## src/rtl/cache_fill_fsm.sv

```systemverilog
// rtl/cache_fill_fsm.sv - cache miss fill controller: fetches an 8-word block and streams it into the cache arrays
// Optional critical-word-first ordering is enabled by CACHE_FILL_CRITICAL_WORD_FIRST_EN.
module cache_fill_fsm #(
  parameter int ADDR_WIDTH = 16,
  parameter int DATA_WIDTH = 16
) (
  input  logic                  clk,
  input  logic                  rst,
  input  logic                  miss_detected,
  input  logic [ADDR_WIDTH-1:0] miss_address,
  input  logic [DATA_WIDTH-1:0] memory_data,
  input  logic                  memory_data_valid,
  output logic                  fsm_busy,
  output logic                  memory_read,
  output logic [ADDR_WIDTH-1:0] memory_address,
  output logic                  write_data_array,
  output logic                  write_tag_array,
  output logic [2:0]            word_num,
  output logic [DATA_WIDTH-1:0] fill_data
);

  typedef enum logic {IDLE, FILL} state_t;

  state_t                state, state_next;
  logic [ADDR_WIDTH-5:0] base;
  logic [2:0]            start;
  logic [2:0]            start_in;
  logic [2:0]            req_cnt;
  logic                  req_done;
  logic [2:0]            rcv_cnt;
  logic [2:0]            req_off;
  logic [2:0]            rcv_off;
  logic                  unused_addr_bits;

`ifdef CACHE_FILL_CRITICAL_WORD_FIRST_EN
  assign start_in = miss_address[3:1];
`else
  assign start_in = 3'd0;
`endif

  assign unused_addr_bits = ^miss_address[3:0];

  // 3-bit sums wrap inside the block, so the upper address bits never change.
  assign req_off   = start + req_cnt;
  assign rcv_off   = start + rcv_cnt;
  assign fill_data = memory_data;

  always_ff @(posedge clk or posedge rst) begin
    if (rst) begin
      state    <= IDLE;
      base     <= '0;
      start    <= 3'd0;
      req_cnt  <= 3'd0;
      req_done <= 1'b0;
      rcv_cnt  <= 3'd0;
    end else begin
      state <= state_next;
      if (state == IDLE) begin
        if (miss_detected) begin
          base  <= miss_address[ADDR_WIDTH-1:4];
          start <= start_in;
        end
        req_cnt  <= 3'd0;
        req_done <= 1'b0;
        rcv_cnt  <= 3'd0;
      end else begin
        if (memory_read) begin
          req_cnt <= req_cnt + 3'd1;
          if (req_cnt == 3'd7) req_done <= 1'b1;
        end
        if (write_data_array) rcv_cnt <= rcv_cnt + 3'd1;
      end
    end
  end

  always_comb begin
    state_next       = state;
    fsm_busy         = 1'b0;
    memory_read      = 1'b0;
    memory_address   = '0;
    write_data_array = 1'b0;
    write_tag_array  = 1'b0;
    word_num         = 3'd0;
    case (state)
      IDLE: begin
        if (miss_detected) state_next = FILL;
      end
      FILL: begin
        fsm_busy    = 1'b1;
        memory_read = !req_done;
        if (memory_read) memory_address = {base, req_off, 1'b0};
        if (memory_data_valid) begin
          write_data_array = 1'b1;
          word_num         = rcv_off;
          // The eighth word also commits the tag and ends the fill.
          if (rcv_cnt == 3'd7) begin
            write_tag_array = 1'b1;
            state_next      = IDLE;
          end
        end
      end
      default: state_next = IDLE;
    endcase
  end

endmodule

```

## config.mk

```make
export PLATFORM = sky130hd
export DESIGN_NAME = cache_fill_fsm
export DESIGN_NICKNAME = d
export VERILOG_FILES = /design/src/rtl/cache_fill_fsm.sv
export SDC_FILE = /design/constraint.sdc
export NUM_CORES = 1
export LEC_CHECK = 0
export BUFFER_PORTS_ARGS = -buffer_cell sky130_fd_sc_hd__buf_2
export CAP_MARGIN = 20
export CORE_ASPECT_RATIO = 0.5
export CORE_UTILIZATION = 35
export CTS_CLUSTER_SIZE = 24
export DETAILED_ROUTE_END_ITERATION = 7
export PLACE_DENSITY = 0.68
export SLEW_MARGIN = 0
export SYNTH_ARGS = -nofsm -noshare
export SYNTH_HDL_FRONTEND = slang
export SYNTH_SLANG_ARGS = --single-unit
```

## constraint.sdc

```tcl
create_clock -name clk -period 1.9 [get_ports clk]
set_clock_uncertainty 0.2 [all_clocks]
set_input_delay 0.38 -clock clk [delete_from_list [all_inputs] [get_ports clk]]
set_output_delay 0.38 -clock clk [all_outputs]
set_load 0.03 [all_outputs]
```

==> results.toml, run 1 <==
[placed_design]
portBuffers = 37
gp_congestion = 0.696
placed_area_sq_um = 1270
dp.final_hpwl_um = 1350

[layout]
regArea_sq_um = 500
layout_commonest_cell = "buf_2"
drive_above_1_share = 0.528
diodes = 0
final_cell_mix = "buf_2, dfrtp_1, and2_1"
syn_to_final_growth_pct = 23.2
finalNetCount = 166
multi_input_area_sq_um = 494
fillers = 284
final_area_sq_um = 1420

[cts]
tritoncts = "done"
clockBufferDepth = 2
clock_latency_ns = 0.26
htreeDepth = 1
ctsRootBufferMaster = "clkbuf_8"
numCtsBuffers = 3
cts.sinks = 20
clk_pin_slew_ns = 0.08

[setup_path]
cp_max_fo = 3
required_ns = 1.32
end_kind = "output port"
crit_type = "reg -> out"
crit_arrival_ns = 1.30
start_kind = "flop"

[floorplan]
rows = 14
core_sq_um = 3070
die_w_um = 83.1
initial_core_util = 0.375
dieArea_sq_um = 3530
die_y_um = 42.5
io_pins = 75

[power_and_ir_drop]
vdd_drop_max_uv = 537
finalPower_w = 0.00265
pwr_density_cell_nw_per_um2 = 1870
p_leak_nw = 0.730

[timing]
rsz0062_at_grt = "true"
timing.final.crit_share = 0.987
finalMaxSlewViolations = 0
setup_tns_ns = 0
max_freq_mhz = 533
hold_violations = 0
setup_viol = 0
fin_crit_ns = 1.88

[routing]
drtIter0Drc = 29
drt_wl_total_um = 1900
drc = 0
dr.pass1.iters = 3
wl_per_cell_um = 11.5
drtAntennaViolNets = 0
vias_per_cell = 4.32
via_count = 712

[worst_hold_path]
min_path_type = "in -> reg"

[status]
status = "finished clean"

[yosys]
avgSynthCellArea_sq_um = 11.9
yosys.area.top_type_share = 0.435
yosys.area.top_type = "dfrtp_1"
syn_nets = 137
synth_cell_type_count = 19
synth_warnings = 0
syn_area_sq_um = 1150
synth_area_leaders = "dfrtp_1, mux2_4, buf_4"
syn-instance-count = 97
ys_ff_latch = 20
synth_seq_area_share = 0.435

[job]
maxCapViolations = 0

[grt]
grt_first_pass_wirelength_um = 3220
antenna_found_initial = 0
grt_max_degree = 21
grt_use_total = 0.118
grt_pass1_vias = 730
overflow = 0
==> synthesized netlist by cell type <==
master	number
buf_6	1
nor2b_2	1
buf_2	3
dfrtp_1	20
nor2b_1	4
and2_1	18
conb_1	1
and3_1	4
mux2_2	2
xor2_1	1
ha_1	4
inv_1	1
mux2i_1	4
nor2_1	2
o21a_1	1
xnor2_1	1
nor2b_4	1
mux2_4	10
buf_4	18
==> per-stage QoR <==
stage	setup WS, ns	hold slack [ns]	instances	utilization
final	0.0243	0.147	165	0.462
after CTS	0.00277	0.141	163	0.453
after floorplan	0.00816	0.144	97	-
after global routing	-0.0225	0.136	165	0.462
after detailed placement	0.194	0.216	156	0.413
after global placement	0.215	0.218	156	0.413
==> per-layer routing <==
| layer | wire, um | vias up | track usage |
|---|---|---|---|
| li1 | - | 355 | - |
| met1 | 825 | 332 | 0.133 |
| met2 | 929 | 17 | 0.205 |
| met3 | 105 | 8 | 0.0433 |
| met4 | 40 | 0 | 0.0483 |
| met5 | 0 | - | 0 |
==> where the power goes <==
part | internal (W) | switching (W)
registers | 0.000639 | 0.000121
logic | 0.000698 | 0.000780
clock network | 0.000281 | 0.000133
total | 0.00162 | 0.00103
==> flip-flops by register name, summed over array words and instances, names as in the netlist <==
signal and flops:
base 12, rcv_cnt 3, req_cnt 3, req_done 1
state 1
==> cells by family after synthesis <==
family                   count (synthesis)  share of synthesized area
AND/OR/NAND/NOR                         30                      0.168
buffers and inverters                   23                      0.144
flip-flops                              20                      0.435
multiplexers                            16                      0.185
adder cells (fa/ha/maj)                  4                     0.0435
XOR/XNOR                                 2                     0.0152
other                                    1                    0.00326
AO/OA/AOI/OAI                            1                    0.00653
==> critical path: stages, from the launching register on <==
cell     delay (ns)
dfrtp_1        0.39
ha_2           0.19
ha_2           0.16
and3_4         0.17
buf_6          0.13
==> area by class of cell <==
cell class / instances / area share
repair buffers: 46 / 0.209
multi-input cells: 54 / 0.349
inverters: 1 / 0.00265
clock buffers: 3 / 0.0292
clock inverters: 1 / 0.0212
flip-flops and latches: 20 / 0.353
well taps: 40 / 0.0353
==> worst paths after layout <==
check / from / to / slack (ns) / cells past startpoint
min: miss_address[11] / base[7]$_DFFE_PP0P_ / 0.15 / 2
min in group asynchronous: rst / base[9]$_DFFE_PP0P_ / 0.48 / 4
min reg2reg: base[11]$_DFFE_PP0P_ / base[11]$_DFFE_PP0P_ / 0.30 / 1
max reg2reg: state$_DFF_PP0_ / base[4]$_DFFE_PP0P_ / 0.35 / 4
max in group asynchronous: rst / rcv_cnt[2]$_DFFE_PP0P_ / 0.81 / 4
max: rcv_cnt[1]$_DFFE_PP0P_ / write_tag_array / 0.02 / 4
==> timing repair <==
item | CTS | global route
hold endpoints to repair | 20 | 0
setup buffers | 2 | 2
resized for setup | 4 | 5
setup endpoints to repair | 16 | 7
hold buffers | 1 | 0
pin swaps | 0 | 1
(Power assumes the default switching activity.)
==> run 2, diff against run 1 <==
==> constraint.sdc (replaced) <==
create_clock -name clk -period 1.95 [get_ports clk]
set_clock_uncertainty 0.2 [all_clocks]
set_input_delay 0.39 -clock clk [delete_from_list [all_inputs] [get_ports clk]]
set_output_delay 0.39 -clock clk [all_outputs]
set_load 0.03 [all_outputs]
==> results.toml, run 2 (same netlist as run 1, synthesis figures left out) <==
[layout]
top_register = "base"
largest_reg_flops = 12
drive_above_1_share = 0.516
diodes = 0
final_cell_mix = "buf_2, dfrtp_1, and2_1"
top_regs = "base: 12 flops, rcv_cnt: 3 flops, req_cnt: 3 flops"
layout_commonest_cell = "buf_2"
finalNetCount = 165
syn_to_final_growth_pct = 20.3
final_area_sq_um = 1380

[timing]
hold_violations = 0
timing.final.crit_share = 0.980
setup_ws_ns = 0.0381
whs_ns = 0.152
setup_tns_ns = 0
fin_crit_ns = 1.91
max_freq_mhz = 523
finalMaxSlewViolations = 0
setup_viol = 0

[cts]
clk_pin_slew_ns = 0.08
ctsRootBufferMaster = "clkbuf_8"
clock_latency_ns = 0.26
clockBufferDepth = 2
numCtsBuffers = 3
tritoncts = "done"
cts.sinks = 20
htreeDepth = 1

[power_and_ir_drop]
vdd_drop_max_uv = 507
switching_share = 0.394
intPower_w = 0.00155
combPwrFrac = 0.550
p_leak_nw = 0.725
pwr-share-seq = 0.289
switching_power_w = 0.00101
finalPower_w = 0.00255
pwr-share-clk = 0.161
pwr_density_cell_nw_per_um2 = 1850

[grt]
grt_pass1_vias = 705
antenna_found_initial = 0
grt_use_total = 0.120
grt_max_degree = 21
grt_first_pass_wirelength_um = 3180
overflow = 0

[floorplan]
die_y_um = 42.5
core_sq_um = 3070
die_w_um = 83.1
dieArea_sq_um = 3530
rows = 14
io_pins = 75
initial_core_util = 0.375

[status]
status = "finished clean"

[job]
maxCapViolations = 0

[routing]
wl_per_cell_um = 11.6
dr.pass1.iters = 4
drt_wl_total_um = 1910
drtIter0Drc = 30
vias_per_cell = 4.33
drc = 0
drtAntennaViolNets = 0
via_count = 710

[setup_path]
start_kind = "flop"
crit_arrival_ns = 1.32
required_ns = 1.36
cp_max_fo = 2
crit_type = "reg -> out"
end_kind = "output port"

[placed_design]
placed_area_sq_um = 1250
gp_congestion = 0.696
dp.final_hpwl_um = 1330
pre_cts_slack_ns = 0.229
portBuffers = 37

[worst_hold_path]
min_path_type = "in -> reg"
-- run 2: cell types whose count changed in the layout (fill, tap and decap cells not counted) --
cell and change:
ha_2 -1, ha_1 +1, buf_2 +4, buf_12 -1, clkbuf_4 -4
-- run 2: through the flow --
stage	instances	utilization
finish	164	0.451
global route	164	0.451
CTS	162	0.442
detailed placement	156	0.409
global placement	156	0.409
floorplan	97	-
-- run 2: final timing paths --
| path | cells past startpoint | start | slack [ns] | end |
|---|---|---|---|---|
| worst min register to register | 1 | base[11]$_DFFE_PP0P_ | 0.30 | base[11]$_DFFE_PP0P_ |
| worst max-delay path | 4 | rcv_cnt[0]$_DFFE_PP0P_ | 0.04 | write_tag_array |
| max in group asynchronous | 4 | rst | 0.86 | base[4]$_DFFE_PP0P_ |
| worst max register to register | 4 | state$_DFF_PP0_ | 0.37 | base[3]$_DFFE_PP0P_ |
| min in group asynchronous | 4 | rst | 0.48 | base[6]$_DFFE_PP0P_ |
| worst min-delay path | 2 | miss_address[13] | 0.15 | base[9]$_DFFE_PP0P_ |
-- run 2: timing repair --
action	CTS	global route
endpoints found under the setup margin	1	16
buffers inserted	1	2
hold endpoints to repair	20	0
hold buffers	1	0
resized for setup	3	1
-- run 2: metal layers --
metal	up-vias	share of wire	GRT usage	routed length, um
met2	18	0.47	0.205	898
met3	10	0.082	0.0571	157
met1	334	0.41	0.121	789
met5	-	0	0	0
met4	0	0.032	0.0793	61
li1	348	-	-	-
-- run 2: cell type report --
cell class / instances / area [sq um]
Clock inverter: 1 / 30.0
Sequential cell: 20 / 500
Clock buffer: 3 / 41.3
Tap cell: 40 / 50.0
Inverter: 1 / 3.75
Fill cell: 285 / 1680
Timing Repair Buffer: 45 / 267
Multi-Input combinational cell: 54 / 492
-- run 2: power by group through the flow --
stage / Sequential [W] / Combinational [W] / Clock [W]
after global routing: 0.000765 / 0.00152 / 0.000440
final: 0.000738 / 0.00140 / 0.000412
after global placement: 0.000741 / 0.00129 / 0
after CTS: 0.000739 / 0.00135 / 0.000421
after floorplan: 0.000724 / 0.00109 / 0
after detailed placement: 0.000747 / 0.00131 / 0
-- run 2: worst max-delay path, stage by stage (launching register included) --
cell and delay (ns):
dfrtp_1 0.39, ha_2 0.19, ha_1 0.17, and3_4 0.18
buf_6 0.13
